==> config.mk <==
export PLATFORM = sky130hd
export DESIGN_NAME = debug_hex_reporter
export DESIGN_NICKNAME = d
export VERILOG_FILES = /design/src/rtl/debug_fmt_pkg.sv /design/src/rtl/hex_digit_mux.sv /design/src/rtl/debug_hex_reporter.sv
export SDC_FILE = /design/constraint.sdc
export NUM_CORES = 1
export LEC_CHECK = 0
export ABC_AREA = 1
export BUFFER_PORTS_ARGS = -buffer_cell sky130_fd_sc_hd__buf_4
export CORE_ASPECT_RATIO = 2
export CORE_MARGIN = 5
export CORE_UTILIZATION = 50
export DETAILED_ROUTE_END_ITERATION = 8
export PLACE_DENSITY_LB_ADDON = 0.08
export REMOVE_ABC_BUFFERS = 1
export SLEW_MARGIN = 30
export SYNTH_ARGS = -nofsm -noshare
export SYNTH_HDL_FRONTEND = slang
export SYNTH_SLANG_ARGS = --single-unit
==> constraint.sdc <==
create_clock -name clk -period 2.1 [get_ports clk]
set_input_delay 0.525 -clock clk [delete_from_list [all_inputs] [get_ports clk]]
set_output_delay 0.525 -clock clk [all_outputs]
set_load 0.01 [all_outputs]
==> src/rtl/debug_fmt_pkg.sv <==
// Shared formatting helpers for the hex telemetry reporter: ASCII framing bytes,
// the FSM state type, byte-index sizing and nibble-to-ASCII conversion.
package debug_fmt_pkg;

  localparam logic [7:0] ASCII_R  = 8'h52;
  localparam logic [7:0] ASCII_EQ = 8'h3D;
  localparam logic [7:0] ASCII_CR = 8'h0D;
  localparam logic [7:0] ASCII_LF = 8'h0A;

  typedef enum logic {
    ST_IDLE = 1'b0,
    ST_SEND = 1'b1
  } rpt_state_e;

  // A message is 'R', '=', the hex digits, CR and LF.
  function automatic int idx_width(input int nibbles);
    return $clog2(nibbles + 4);
  endfunction

  function automatic logic [7:0] nibble_to_ascii(input logic [3:0] nib);
    if (nib < 4'd10) begin
      return 8'h30 + {4'h0, nib};
    end
    return 8'h37 + {4'h0, nib};
  endfunction

endpackage

==> src/rtl/hex_digit_mux.sv <==
// Picks one hex digit (0 = most significant) out of the frozen report value
// and returns its uppercase ASCII character.
module hex_digit_mux
  import debug_fmt_pkg::*;
#(
  parameter int WIDTH = 8,
  parameter int IDX_W = idx_width(WIDTH / 4)
) (
  input  logic [WIDTH-1:0] value_i,
  input  logic [IDX_W-1:0] digit_sel_i,
  output logic [7:0]       ascii_o
);

  localparam int NIBBLES = WIDTH / 4;

  logic [3:0] nib;

  always_comb begin
    nib = '0;
    for (int k = 0; k < NIBBLES; k++) begin
      if (digit_sel_i == IDX_W'(k)) begin
        nib = value_i[4*(NIBBLES-1-k) +: 4];
      end
    end
  end

  assign ascii_o = nibble_to_ascii(nib);

endmodule

==> src/rtl/debug_hex_reporter.sv <==
// Snapshots din on trigger and streams "R=<hex>\r\n" over a valid/ready byte port.
//   state   | meaning
//   ST_IDLE | no message on the wire, waiting for trigger
//   ST_SEND | presenting bytes of the frozen shadow value
module debug_hex_reporter
  import debug_fmt_pkg::*;
#(
  parameter int WIDTH = 8
) (
  input  logic             clk,
  input  logic             reset,
  input  logic [WIDTH-1:0] din,
  input  logic             trigger,
  output logic [7:0]       tx_byte,
  output logic             tx_byte_valid,
  input  logic             usb_uart_tx_ready,
  output logic             busy,
  output logic [7:0]       overrun_count
);

  localparam int NIBBLES = WIDTH / 4;
  localparam int IDX_W   = idx_width(NIBBLES);
  localparam logic [IDX_W-1:0] IDX_CR   = IDX_W'(NIBBLES + 2);
  localparam logic [IDX_W-1:0] IDX_LAST = IDX_W'(NIBBLES + 3);

  rpt_state_e       state_q, state_d;
  logic [IDX_W-1:0] idx_q, idx_d;
  logic [WIDTH-1:0] shadow_q, shadow_d;
  logic             pend_q, pend_d;
  logic [WIDTH-1:0] pend_val_q, pend_val_d;
  logic [7:0]       ovr_q, ovr_d;
  logic [7:0]       byte_q, byte_d;
  logic             valid_q, valid_d;

  logic             xfer;
  logic             last_xfer;
  logic             ovr_inc;
  logic [IDX_W-1:0] digit_sel;
  logic [7:0]       digit_ascii;

  assign xfer      = valid_q && usb_uart_tx_ready;
  assign last_xfer = xfer && (idx_q == IDX_LAST);

  always_ff @(posedge clk or posedge reset) begin
    if (reset) begin
      state_q    <= ST_IDLE;
      idx_q      <= '0;
      shadow_q   <= '0;
      pend_q     <= 1'b0;
      pend_val_q <= '0;
      ovr_q      <= 8'h00;
      byte_q     <= 8'h00;
      valid_q    <= 1'b0;
    end else begin
      state_q    <= state_d;
      idx_q      <= idx_d;
      shadow_q   <= shadow_d;
      pend_q     <= pend_d;
      pend_val_q <= pend_val_d;
      ovr_q      <= ovr_d;
      byte_q     <= byte_d;
      valid_q    <= valid_d;
    end
  end

  always_comb begin
    state_d    = state_q;
    idx_d      = idx_q;
    shadow_d   = shadow_q;
    pend_d     = pend_q;
    pend_val_d = pend_val_q;
    valid_d    = valid_q;
    ovr_inc    = 1'b0;

    case (state_q)
      ST_IDLE: begin
        if (trigger) begin
          shadow_d = din;
          idx_d    = '0;
          state_d  = ST_SEND;
          valid_d  = 1'b1;
        end
      end
      ST_SEND: begin
        if (last_xfer) begin
          idx_d = '0;
          // A fresh trigger beats the pending value; that pending report is lost.
          if (trigger) begin
            shadow_d = din;
            pend_d   = 1'b0;
            ovr_inc  = pend_q;
          end else if (pend_q) begin
            shadow_d = pend_val_q;
            pend_d   = 1'b0;
          end else begin
            state_d = ST_IDLE;
            valid_d = 1'b0;
          end
        end else begin
          if (xfer) begin
            idx_d = idx_q + IDX_W'(1);
          end
          if (trigger) begin
            ovr_inc    = pend_q;
            pend_d     = 1'b1;
            pend_val_d = din;
          end
        end
      end
      default: begin
        state_d = ST_IDLE;
        valid_d = 1'b0;
      end
    endcase

    ovr_d = ovr_q;
    if (ovr_inc && (ovr_q != 8'hFF)) begin
      ovr_d = ovr_q + 8'h01;
    end
  end

  // The next byte is derived from the next index/shadow, so a stalled byte
  // re-evaluates to the same value and holds steady without extra muxing.
  assign digit_sel = idx_d - IDX_W'(2);

  hex_digit_mux #(
    .WIDTH (WIDTH),
    .IDX_W (IDX_W)
  ) u_digit (
    .value_i     (shadow_d),
    .digit_sel_i (digit_sel),
    .ascii_o     (digit_ascii)
  );

  always_comb begin
    byte_d = 8'h00;
    if (valid_d) begin
      if (idx_d == '0) begin
        byte_d = ASCII_R;
      end else if (idx_d == IDX_W'(1)) begin
        byte_d = ASCII_EQ;
      end else if (idx_d == IDX_CR) begin
        byte_d = ASCII_CR;
      end else if (idx_d == IDX_LAST) begin
        byte_d = ASCII_LF;
      end else begin
        byte_d = digit_ascii;
      end
    end
  end

  assign tx_byte       = byte_q;
  assign tx_byte_valid = valid_q;
  assign overrun_count = ovr_q;
  assign busy          = (state_q == ST_SEND) || pend_q;

endmodule

# Yosys cells after proc, flatten, opt, wreduce, memory -nomap -nowiden

Index checks and enable logic that the tools add are counted.

Order comparisons: 1
Muxes and demuxes: 33
$mul: 0
Equal/unequal tests: 6
Shift-type cells: 0
Add/subtract/negate cells: 5
Divide/modulo/power cells: 0
Bitwise gates (word level): 2
Reductions and logical operators: 9

Operator list:

| kind                                                                | number |
|---|---|
| 8-bit two-way mux                                                   | 11 |
| 8-bit one-hot mux with 2 select lines                               | 1 |
| 6-bit by 4-bit adder with 7-bit output (first input constant)       | 2 |
| 1-bit two-way mux                                                   | 13 |
| 3-bit == test (second input constant)                               | 3 |
| 3-bit two-way mux                                                   | 3 |
| 8-bit by 1-bit adder with 8-bit output (second input constant)      | 1 |
| 4-bit two-way mux                                                   | 2 |
| 8-bit inequality test (second input constant)                       | 1 |
| 3-bit by 1-bit == test with 1-bit output (second input constant)    | 2 |
| 3-bit logical NOT                                                   | 2 |
| 3-bit one-hot mux with 2 select lines                               | 1 |
| 4-bit less-than comparator (second input constant)                  | 1 |
| 1-bit one-hot mux with 2 select lines                               | 2 |
| 3-bit by 1-bit adder with 3-bit output (second input constant)      | 1 |
| 1-bit logical AND                                                   | 3 |
| 3-bit AND reduction                                                 | 1 |
| 3-bit by 2-bit subtractor with 3-bit output (second input constant) | 1 |
| 1-bit inverter                                                      | 2 |
| 2-bit AND reduction                                                 | 1 |
| 2-bit nonzero test                                                  | 1 |
| 1-bit logical OR                                                    | 1 |

Register bits after elaboration: 38
Latch bits: 0
Output and inout bits: 18
Bits in writable memories: 0
Bits of input ports: 12
Bits in read-only memories: 0
Memories: 0
Word-level logic and storage cells: 64

# Logic depth before layout (Yosys ltp)

Gate-level depths: netlist of the first run.

Word-level depth: 16
Depth in mapped cells: 18
Mapped depth without buffers: 18

# By module

Synthesis of the first run repeated with hierarchy kept, for this count alone.

Cells, all modules: 263
Area, all modules: 2138.3 um^2

By module, submodules not included:

| module             | cells an instance | times used | area an instance (um^2) |
|---|---|---|---|
| debug_hex_reporter | 220               | 1          | 1905.6 |
| hex_digit_mux      | 43                | 1          | 232.7 |

# Worst setup path after synthesis of the first run

No wires, ideal clock.

Path type: reg2reg
From: register idx_q[0]
To: register byte_q[2], in the netlist tx_byte[2]
Data required time: 1967 ps
Path slack: 14 ps
Cell stages (with the launch flop): 17
Buffers on the path: 0
Data arrival time: 1953 ps
Path through: dfrtp_1 ha_1 nand2_1 nor2_4 nor2_2 a21oi_4 nor2_8 nand3_1 nand2_1 inv_1 ha_1 inv_1 nand2_1 nand2_1 nand3_1 nand2_1 a21oi_2

Longest elaborated chain between the ends: 16
Elaborated cells between the ends (all ways): 31
Classes of those cells: 4 x add/sub; 1 x order compare; 5 x eq/ne; 18 x mux; 3 x reduce/logical

RTL lines:

| what                                                                                        | line                                                | source |
|---|---|---|
| start: declaration                                                                          | debug_hex_reporter.sv:27                            | `logic [IDX_W-1:0] idx_q, idx_d;` |
| start signal: assignment                                                                    | debug_hex_reporter.sv:56                            | `idx_q <= idx_d;` |
| 3-bit by 1-bit adder with 3-bit output / 3-bit == test (equally long branches)              | debug_hex_reporter.sv:101, debug_hex_reporter.sv:42 |  |
| 3-bit two-way mux / 1-bit logical AND (equally long branches)                               | debug_hex_reporter.sv:100, debug_hex_reporter.sv:42 |  |
| 3-bit two-way mux                                                                           | debug_hex_reporter.sv:85                            | `if (last_xfer) begin` |
| 3-bit one-hot mux with 2 select lines                                                       | debug_hex_reporter.sv:75                            | `case (state_q)` |
| 3-bit by 2-bit subtractor with 3-bit output                                                 | debug_hex_reporter.sv:124                           | `assign digit_sel = idx_d - IDX_W'(2);` |
| 3-bit logical NOT                                                                           | hex_digit_mux.sv:21                                 | `if (digit_sel_i == IDX_W'(k)) begin` |
| 4-bit two-way mux (2 in series)                                                             | hex_digit_mux.sv:21                                 |  |
| 6-bit by 4-bit adder with 7-bit output / 4-bit less-than comparator (equally long branches) | debug_fmt_pkg.sv:22, debug_fmt_pkg.sv:21            |  |
| 8-bit two-way mux / 1-bit two-way mux (equally long branches)                               | debug_fmt_pkg.sv:21                                 | `if (nib < 4'd10) begin` |
| 8-bit two-way mux                                                                           | debug_fmt_pkg.sv:24                                 | `return 8'h37 + {4'h0, nib};` |
| 8-bit two-way mux                                                                           | debug_hex_reporter.sv:144                           | `end else if (idx_d == IDX_LAST) begin` |
| 8-bit two-way mux                                                                           | debug_hex_reporter.sv:142                           | `end else if (idx_d == IDX_CR) begin` |
| 8-bit two-way mux                                                                           | debug_hex_reporter.sv:140                           | `end else if (idx_d == IDX_W'(1)) begin` |
| 8-bit two-way mux                                                                           | debug_hex_reporter.sv:138                           | `if (idx_d == '0) begin` |
| 8-bit two-way mux (*)                                                                       | debug_hex_reporter.sv:137                           | `if (valid_d) begin` |
| named net byte_d[2]                                                                         | debug_hex_reporter.sv:32                            | `logic [7:0] byte_q, byte_d;` |
| end signal: assignment                                                                      | debug_hex_reporter.sv:61                            | `byte_q <= byte_d;` |
| end: declaration                                                                            | debug_hex_reporter.sv:32                            |  |

Mark *: on every way through the listed nets, which the timed path passes. The rest lies on a longest branch. The select of a mux whose other input is x is not followed.
A chain may end at the register's enable or synchronous reset.

# Worst setup path after layout of the first run

From: register idx_q[0]
To: register byte_q[4], in the netlist tx_byte[4]

Longest elaborated chain between the ends: 16
Elaborated cells between the ends (all ways): 31
Classes of those cells: 4 x add/sub; 1 x order compare; 5 x eq/ne; 18 x mux; 3 x reduce/logical

RTL lines:

| what                                                                           | line                                                | source |
|---|---|---|
| 3-bit by 1-bit adder with 3-bit output / 3-bit == test (equally long branches) | debug_hex_reporter.sv:101, debug_hex_reporter.sv:42 |  |
| 3-bit two-way mux / 1-bit logical AND (equally long branches)                  | debug_hex_reporter.sv:100, debug_hex_reporter.sv:42 |  |
| 3-bit two-way mux                                                              | debug_hex_reporter.sv:85                            |  |
| 3-bit one-hot mux with 2 select lines (*)                                      | debug_hex_reporter.sv:75                            |  |
| 3-bit by 2-bit subtractor with 3-bit output (*)                                | debug_hex_reporter.sv:124                           |  |
| named net digit_sel[0]                                                         | debug_hex_reporter.sv:38                            | `logic [IDX_W-1:0] digit_sel;` |
| 3-bit logical NOT                                                              | hex_digit_mux.sv:21                                 |  |
| 4-bit two-way mux                                                              | hex_digit_mux.sv:21                                 |  |
| [2 not listed]                                                                 | --                                                  |  |
| 8-bit two-way mux / 1-bit two-way mux (equally long branches)                  | debug_fmt_pkg.sv:21                                 |  |
| 8-bit two-way mux (*)                                                          | debug_fmt_pkg.sv:24                                 |  |
| 8-bit two-way mux (*)                                                          | debug_hex_reporter.sv:144                           |  |
| 8-bit two-way mux (*)                                                          | debug_hex_reporter.sv:142                           |  |
| 8-bit two-way mux (*)                                                          | debug_hex_reporter.sv:140                           |  |
| 8-bit two-way mux (*)                                                          | debug_hex_reporter.sv:138                           |  |
| 8-bit two-way mux (*)                                                          | debug_hex_reporter.sv:137                           |  |
| named net byte_d[4]                                                            | debug_hex_reporter.sv:32                            |  |

Marked as above.

==> run metrics, run 1 <==
DRC violation count after routing 0; Cell variety after synth 33; Global Route Usage Sum 20.9%; number of nets in the layout 345; Synth Register Bits 37; Post-Place Setup Slack -0.239 ns; violations in the final reports setup timing; worst flop-to-flop path startpoint idx_q[0]$_DFF_PP0_; maximum clock insertion buffer count 2; synthesis-to-layout area growth 47.5%; count of pins over their slew limit 0; Setup crit end tx_byte[4]$_DFF_PP0_; Async S/R FF share, synth 100%; final period demand of the worst path 2.13 ns; routed wire length 5.74 mm; vias after detailed routing 2004; CTS tree done; CTS hold repair buffers 0; number of port buffers 28; number of antenna cells inserted 0; mean number of vias per cell 5.25; syn_area_per_cell 8.29 µm²; HPWL Detailed 4.13 mm; gp weighted congestion 0.851; wire per inst 15.0 µm; highest net fanout along the worst path 4; clock slew at the register clock pins of the worst setup and hold paths 0.07 ns; Setup crit start idx_q[0]$_DFF_PP0_; ys flop type dfrtp_1; Antenna Nets Post-Route 0; die width 55.4 µm; via count of the first global-routing pass 2046; critical path data required time 2.33 ns; final worst-path cycle share 102%; Hold WC Path Type in -> async; type of the worst setup path reg -> reg; flop-to-flop setup slack -0.03 ns; VDD IR-drop max 0.952 mV; Mapped Cells 249; detailed-router iteration count before antenna repair 4; Leak Pwr 1.58 nW; arrival time reported for the critical path endpoint 2.37 ns; nature of the critical path endpoint flop; capturing point of the worst reg2reg path tx_byte[4]$_DFF_PP0_; final setup margin -0.0343 ns; worst hold slack after final layout 0.336 ns; maximum frequency from static timing analysis 469 MHz; clock tree root driver cell clkbuf_8; die area 5590 µm²; run status finished with violations; CTS sink cnt 37; RSZ-0062 raised after global routing yes; clock latency on the worst-skew pair 0.30 ns; area inside the core boundary 4050 µm²; synthesis warning total 0; count of H-tree levels built during CTS 2; clock buffers created by TritonCTS 5; largest net degree at the start of global routing 38; Post-synth EDFFs 0; area of the mapped netlist 2060 µm²; I/O pin cnt 30; Die Height 101 µm; maxcap violations 0; power density over cell area 1470 nW/µm²; iteration-0 DRC count of the detailed router 24; starting density of the core 51.0%; Final Hold Viols 0; leftover overflow at the end of global routing 0; count of standard-cell rows 33; initial antenna violation count 0; share of the yosys chip area belonging to registers 44.9%; final setup violating endpoints 4; number of cells on the worst reg-to-reg path 12; share of final-layout standard cells stronger than drive strength 1 49.1%; critical path startpoint category flop; Final Skew 0.00589 ns; # fillers 309; wire length of the first global-routing pass 8.96 mm
placed cells by master (no fill, tap or decap), drive strengths merged:
cell	netlist	routed
a21o	1	1
a21oi	8	8
buf	3	76
clkbuf	0	7
clkinv	0	1
conb	1	1
dfrtp	37	37
ha	4	4
inv	32	32
mux2	7	7
nand2	70	70
nand3	36	36
nand3b	1	1
nand4	2	2
nor2	29	29
nor3	1	1
o211ai	1	1
o21ai	6	6
o22ai	2	2
or2	1	1
xnor2	2	2
xor2	5	5
routing by layer:
layer / wire, µm / GRT usage (%) / share of wire [%] / up-vias
met4: 272 / 13.5 / 4.7 / 0
met5: 0 / 0 / 0 / -
met1: 1790 / 17.7 / 31 / 972
met3: 211 / 3.97 / 3.7 / 27
met2: 3470 / 42.2 / 60 / 54
li1: - / - / - / 951
cells by family (layout without fill, tap and decap cells):
kind of cell / Yosys count / after routing / share of synthesized area (%)
other: 1 / 1 / 0.182
multiplexers: 7 / 7 / 3.82
AND/OR/NAND/NOR: 140 / 140 / 32.4
AO/OA/AOI/OAI: 18 / 18 / 6.49
buffers and inverters: 35 / 116 / 6.79
XOR/XNOR: 7 / 7 / 2.97
adder cells (fa/ha/maj): 4 / 4 / 2.43
flip-flops: 37 / 37 / 44.9
power by group:
group / leakage, nW / switching, mW / internal [mW] / total (mW)
registers: 0.439 / 0.207 / 0.991 / 1.20
logic: 1.09 / 1.45 / 1.27 / 2.72
clock network: 0.0542 / 0.257 / 0.297 / 0.554
flip-flops by register name, indices dropped and copies added (netlist names):
signal / count
shadow_q: 8
tx_byte: 7
pend_val_q: 8
pend_q: 1
state_q: 1
overrun_count: 8
idx_q: 3
tx_byte_valid: 1
cell type report:
cell class                 instances  area [µm²]  share of cell area, %
inverter                          32         120                   3.95
multi-input combinational        177        1240                   40.8
clock inverter                     1        5.00                  0.164
tap                               52        65.1                   2.14
timing repair buffer              76         589                   19.4
clock buffer                       7        96.3                   3.16
sequential                        37         926                   30.4
repair_timing:
item,4_1_cts,5_1_grt
gates resized for setup,36,32
endpoints found under the setup margin,5,8
endpoints found under the hold margin,0,0
gates cloned,0,0
pin swaps,21,30
setup buffers,12,2
cell usage after synthesis (2+ instances only):
master   count  area [µm²]
nand2_2      5        31.3
nand3_2      4        40.0
nor2_4       2        22.5
nand2_1     64         240
nor2_2       4        25.0
a21oi_1      6        30.0
nand4_1      2        12.5
nor2_1      22        82.6
buf_4        2        15.0
nand3_1     32         160
o21ai_0      4        20.0
xnor2_1      2        17.5
inv_1       29         109
xor2_1       5        43.8
inv_2        3        11.3
dfrtp_1     37         926
mux2_2       7        78.8
ha_1         4        50.1
per-stage QoR:
step	cells	cell area [µm²]	TNS (ns)	total power [mW]	utilization, %
floorplan	246	2040	0	2.37	-
global placement	360	2570	-0.708	3.19	63.6
detailed placement	360	2570	-0.756	3.21	63.6
CTS	380	2910	-0.0317	4.19	71.9
global route	382	3040	-0.592	4.78	75.2
finish	382	3040	-0.0637	4.47	75.2
how the worst min path moves through the flow:
| stage | to | startpoint | cells past startpoint | slack [ns] |
|---|---|---|---|---|
| 5_1_grt | shadow_q[3]$_DFF_PP0_ | reset | 3 | 0.38 |
| 3_5_place_dp | shadow_q[6]$_DFF_PP0_ | shadow_q[6]$_DFF_PP0_ | 2 | 0.46 |
| 3_3_place_gp | shadow_q[6]$_DFF_PP0_ | shadow_q[6]$_DFF_PP0_ | 2 | 0.46 |
| 6_report | pend_val_q[3]$_DFFE_PP0P_ | reset | 3 | 0.34 |
| 2_1_floorplan | shadow_q[6]$_DFF_PP0_ | shadow_q[6]$_DFF_PP0_ | 2 | 0.44 |
| 4_1_cts | tx_byte[6]$_DFF_PP0_ | reset | 3 | 0.35 |
critical path: stages, from the launching register on:
cell and delay [ns]:
dfrtp_1 0.44, ha_4 0.20, nand2_4 0.09, o21ai_4 0.08, buf_6 0.14, o22ai_4 0.20
nand2_4 0.11, o21ai_4 0.19, ha_4 0.16, inv_2 0.03, o211ai_1 0.23, nand3_1 0.11
inv_1 0.08
Note: power is estimated with default switching activity, not from simulation.
==> run 2: changes to the inputs <==
- RECOVER_POWER: unset -> 100
- SYNTH_HIERARCHICAL: unset -> 1
==> run metrics, run 2 <==
CTS sink cnt 38 (was 37); Post-Place Setup Slack -0.461 ns (was -0.239 ns); initial antenna violation count 0 (unchanged); Global Route Usage Sum 20.2% (was 20.9%); nature of the critical path endpoint flop (unchanged); Leak Pwr 1.49 nW (was 1.58 nW); Synth Register Bits 38 (was 37); count of pins over their slew limit 0 (unchanged); Final Instance Count excl. Fillers 400 (was 382); share of final-layout standard cells stronger than drive strength 1 34.2% (was 49.1%); area fraction of the dominant cell type after synthesis 44.5% (was 44.9%); critical path data required time 2.28 ns (was 2.33 ns); wire per inst 13.2 µm (was 15.0 µm); clock slew at the register clock pins of the worst setup and hold paths 0.07 ns (about the same); area inside the core boundary 4130 µm² (was 4050 µm²); final worst-path cycle share 114% (was 102%); most common library cell in the layout ignoring fill and taps nand2_1 (was buf_4); number of port buffers 29 (was 28); clock tree root driver cell clkbuf_8 (unchanged); arrival time reported for the critical path endpoint 2.58 ns (was 2.37 ns); number of nets in the layout 364 (was 345); largest net degree at the start of global routing 39 (was 38); HPWL Detailed 3.94 mm (was 4.13 mm); highest net fanout along the worst path 5 (was 4); Hold WC Path Type reg -> reg (was in -> async); vias after detailed routing 1991 (was 2004); final period demand of the worst path 2.40 ns (was 2.13 ns); Antenna Nets Post-Route 0 (unchanged); synthesis-to-layout area growth 36.7% (was 47.5%); DRC violation count after routing 0 (unchanged); area of the mapped netlist 2140 µm² (was 2060 µm²); final setup margin -0.300 ns (was -0.0343 ns); maximum frequency from static timing analysis 417 MHz (was 469 MHz); largest cells by area after synthesis dfrtp_1 (44%), nand2_1 (12%), inv_1 (7.4%) (was dfrtp_1 (45%), nand2_1 (12%), nand3_1 (7.8%)); CTS hold repair buffers 0 (unchanged); Async S/R FF share, synth 100% (unchanged); critical path startpoint category flop (unchanged); Die Height 102 µm (was 101 µm); Final Skew 0.00819 ns (was 0.00589 ns); most frequent cell after synthesis nand2_1 (unchanged); ys flop type dfrtp_1 (unchanged); run status finished with violations (unchanged); wire length of the first global-routing pass 9.03 mm (was 8.96 mm); starting density of the core 51.8% (was 51.0%); via count of the first global-routing pass 2066 (was 2046); # fillers 361 (was 309); VDD IR-drop max 1.18 mV (was 0.952 mV); Cell variety after synth 33 (unchanged); I/O pin cnt 30 (unchanged); clock latency on the worst-skew pair 0.29 ns (was 0.30 ns); final setup violating endpoints 7 (was 4); overall power consumption 4.07 mW (was 4.47 mW); Final Hold Viols 0 (unchanged); violations in the final reports setup timing (unchanged); top cell types by occurrence after synthesis nand2_1 (69), inv_1 (42), dfrtp_1 (38) (was nand2_1 (64), dfrtp_1 (37), nand3_1 (32)); RSZ-0062 raised after global routing yes (unchanged); die width 56.2 µm (was 55.4 µm); number of antenna cells inserted 0 (unchanged); number of placed cells counting well taps 382 (was 360); power density over cell area 1390 nW/µm² (was 1470 nW/µm²); slew of the pin with the lowest slew margin 0.950 ns; routed wire length 5.27 mm (was 5.74 mm); count of standard-cell rows 33 (unchanged); share of the yosys chip area belonging to registers 44.5% (was 44.9%); Post-synth EDFFs 0 (unchanged); detailed-router iteration count before antenna repair 6 (was 4); commonest cells after routing, fill and taps aside nand2_1 (63), buf_4 (54), inv_1 (41) (was buf_4 (71), nand2_1 (51), dfrtp_1 (37)); maximum clock insertion buffer count 2 (unchanged); iteration-0 DRC count of the detailed router 62 (was 24); type of the worst setup path reg -> reg (unchanged); maxcap violations 0 (unchanged); mean number of vias per cell 4.98 (was 5.25); synthesis warning total 6 (was 0); CTS tree done (unchanged); Slew HR 36.7%; gp weighted congestion 0.853 (was 0.851); Mapped Cells 263 (was 249); leading area contributor after synthesis dfrtp_1 (unchanged); count of H-tree levels built during CTS 2 (unchanged); die area 5760 µm² (was 5590 µm²); clock buffers created by TritonCTS 5 (unchanged); leftover overflow at the end of global routing 0 (unchanged); syn_area_per_cell 8.13 µm² (was 8.29 µm²)
run 2: changes by cell type in the layout (fill, tap and decap cells not counted), sizes merged, moves of 2 or more:
cell | previous run | this run
inv | 32 | 48
nand3 | 36 | 18
clkbuf | 7 | 32
buf | 76 | 57
o21ai | 6 | 18
nand2 | 70 | 78
nand4 | 2 | 6
a31oi | 0 | 2
o22ai | 2 | 7
mux2 | 7 | 2
nor2 | 29 | 18
run 2: timing repair:
| item | in CTS | in global routing |
|---|---|---|
| setup endpoints to repair | 7 | 7 |
| buffers inserted | 10 | 2 |
| gates resized for setup | 31 | 8 |
| pin swaps | 25 | 17 |
run 2: path summary, 6_finish.rpt:
kind	startpoint	slack, ns	cells past startpoint	to
min in group asynchronous	reset	0.53	3	pend_val_q[4]$_DFFE_PP0P_
max in group asynchronous	reset	0.98	3	tx_byte[6]$_DFF_PP0_
worst min-delay path	pend_val_q[3]$_DFFE_PP0P_	0.49	2	pend_val_q[3]$_DFFE_PP0P_
worst max-delay path	idx_q[1]$_DFF_PP0_	-0.30	19	tx_byte[1]$_DFF_PP0_
worst max register to register	idx_q[1]$_DFF_PP0_	-0.30	19	tx_byte[1]$_DFF_PP0_
worst min register to register	pend_val_q[3]$_DFFE_PP0P_	0.49	2	pend_val_q[3]$_DFFE_PP0P_
run 2: report_power, final:
part / switching [mW] / leakage, nW / internal [mW]
Sequential: 0.167 / 0.458 / 1.01
Clock: 0.247 / 0.0383 / 0.229
Combinational: 1.37 / 0.988 / 1.05
run 2: kinds of logic after synthesis:
group | Yosys count | share of synthesized area (%)
buffers and inverters | 53 | 9.95
adders and majority gates | 4 | 2.34
AOI/OAI and AO/OA | 35 | 10.9
other | 1 | 0.175
and+or+nand+nor | 123 | 28.2
muxes | 2 | 1.05
xor gates and xnor gates | 7 | 2.87
DFF | 38 | 44.5
run 2: metrics by stage:
| step | hold WS (ns) | cell area (µm²) | utilization, % | setup TNS (ns) |
|---|---|---|---|---|
| floorplan | 0.453 | 2110 | - | -1.89 |
| global placement | 0.468 | 2710 | 65.7 | -2.75 |
| detailed placement | 0.479 | 2710 | 65.7 | -2.76 |
| CTS | 0.364 | 2980 | 72.1 | -2.00 |
| global route | 0.488 | 2920 | 70.8 | -3.19 |
| finish | 0.491 | 2920 | 70.8 | -1.84 |
run 2: routing by layer:
metal	routed length [µm]	global-route usage, %	part of all wire (%)
met4	101	10.1	1.9
met3	168	4.05	3.2
met2	3140	40.4	60
met5	0	0	0
met1	1850	18.8	35
run 2: worst max-delay path, stage by stage (launching register included):
cell and delay, ns:
dfrtp_1 0.37, inv_1 0.06, ha_2 0.17, nand2_2 0.07, nor2_4 0.13, nand4_1 0.12
buf_6 0.15, o22ai_1 0.11, nand2_1 0.06, o21ai_0 0.11, inv_1 0.12, nor2_4 0.14
a21oi_4 0.05, ha_4 0.26, nand3b_1 0.09, nand2_1 0.05, nor2_1 0.08, nor2_1 0.05
nand2_1 0.05, nand2_1 0.04
run 2: cell type report:
class	instances	area (µm²)	area share [%]
Multi-Input combinational cell	172	1100	37.5
Sequential cell	38	951	32.5
Timing Repair Buffer	82	546	18.7
Inverter	49	189	6.46
Clock buffer	7	76.3	2.61
Tap cell	52	65.1	2.23
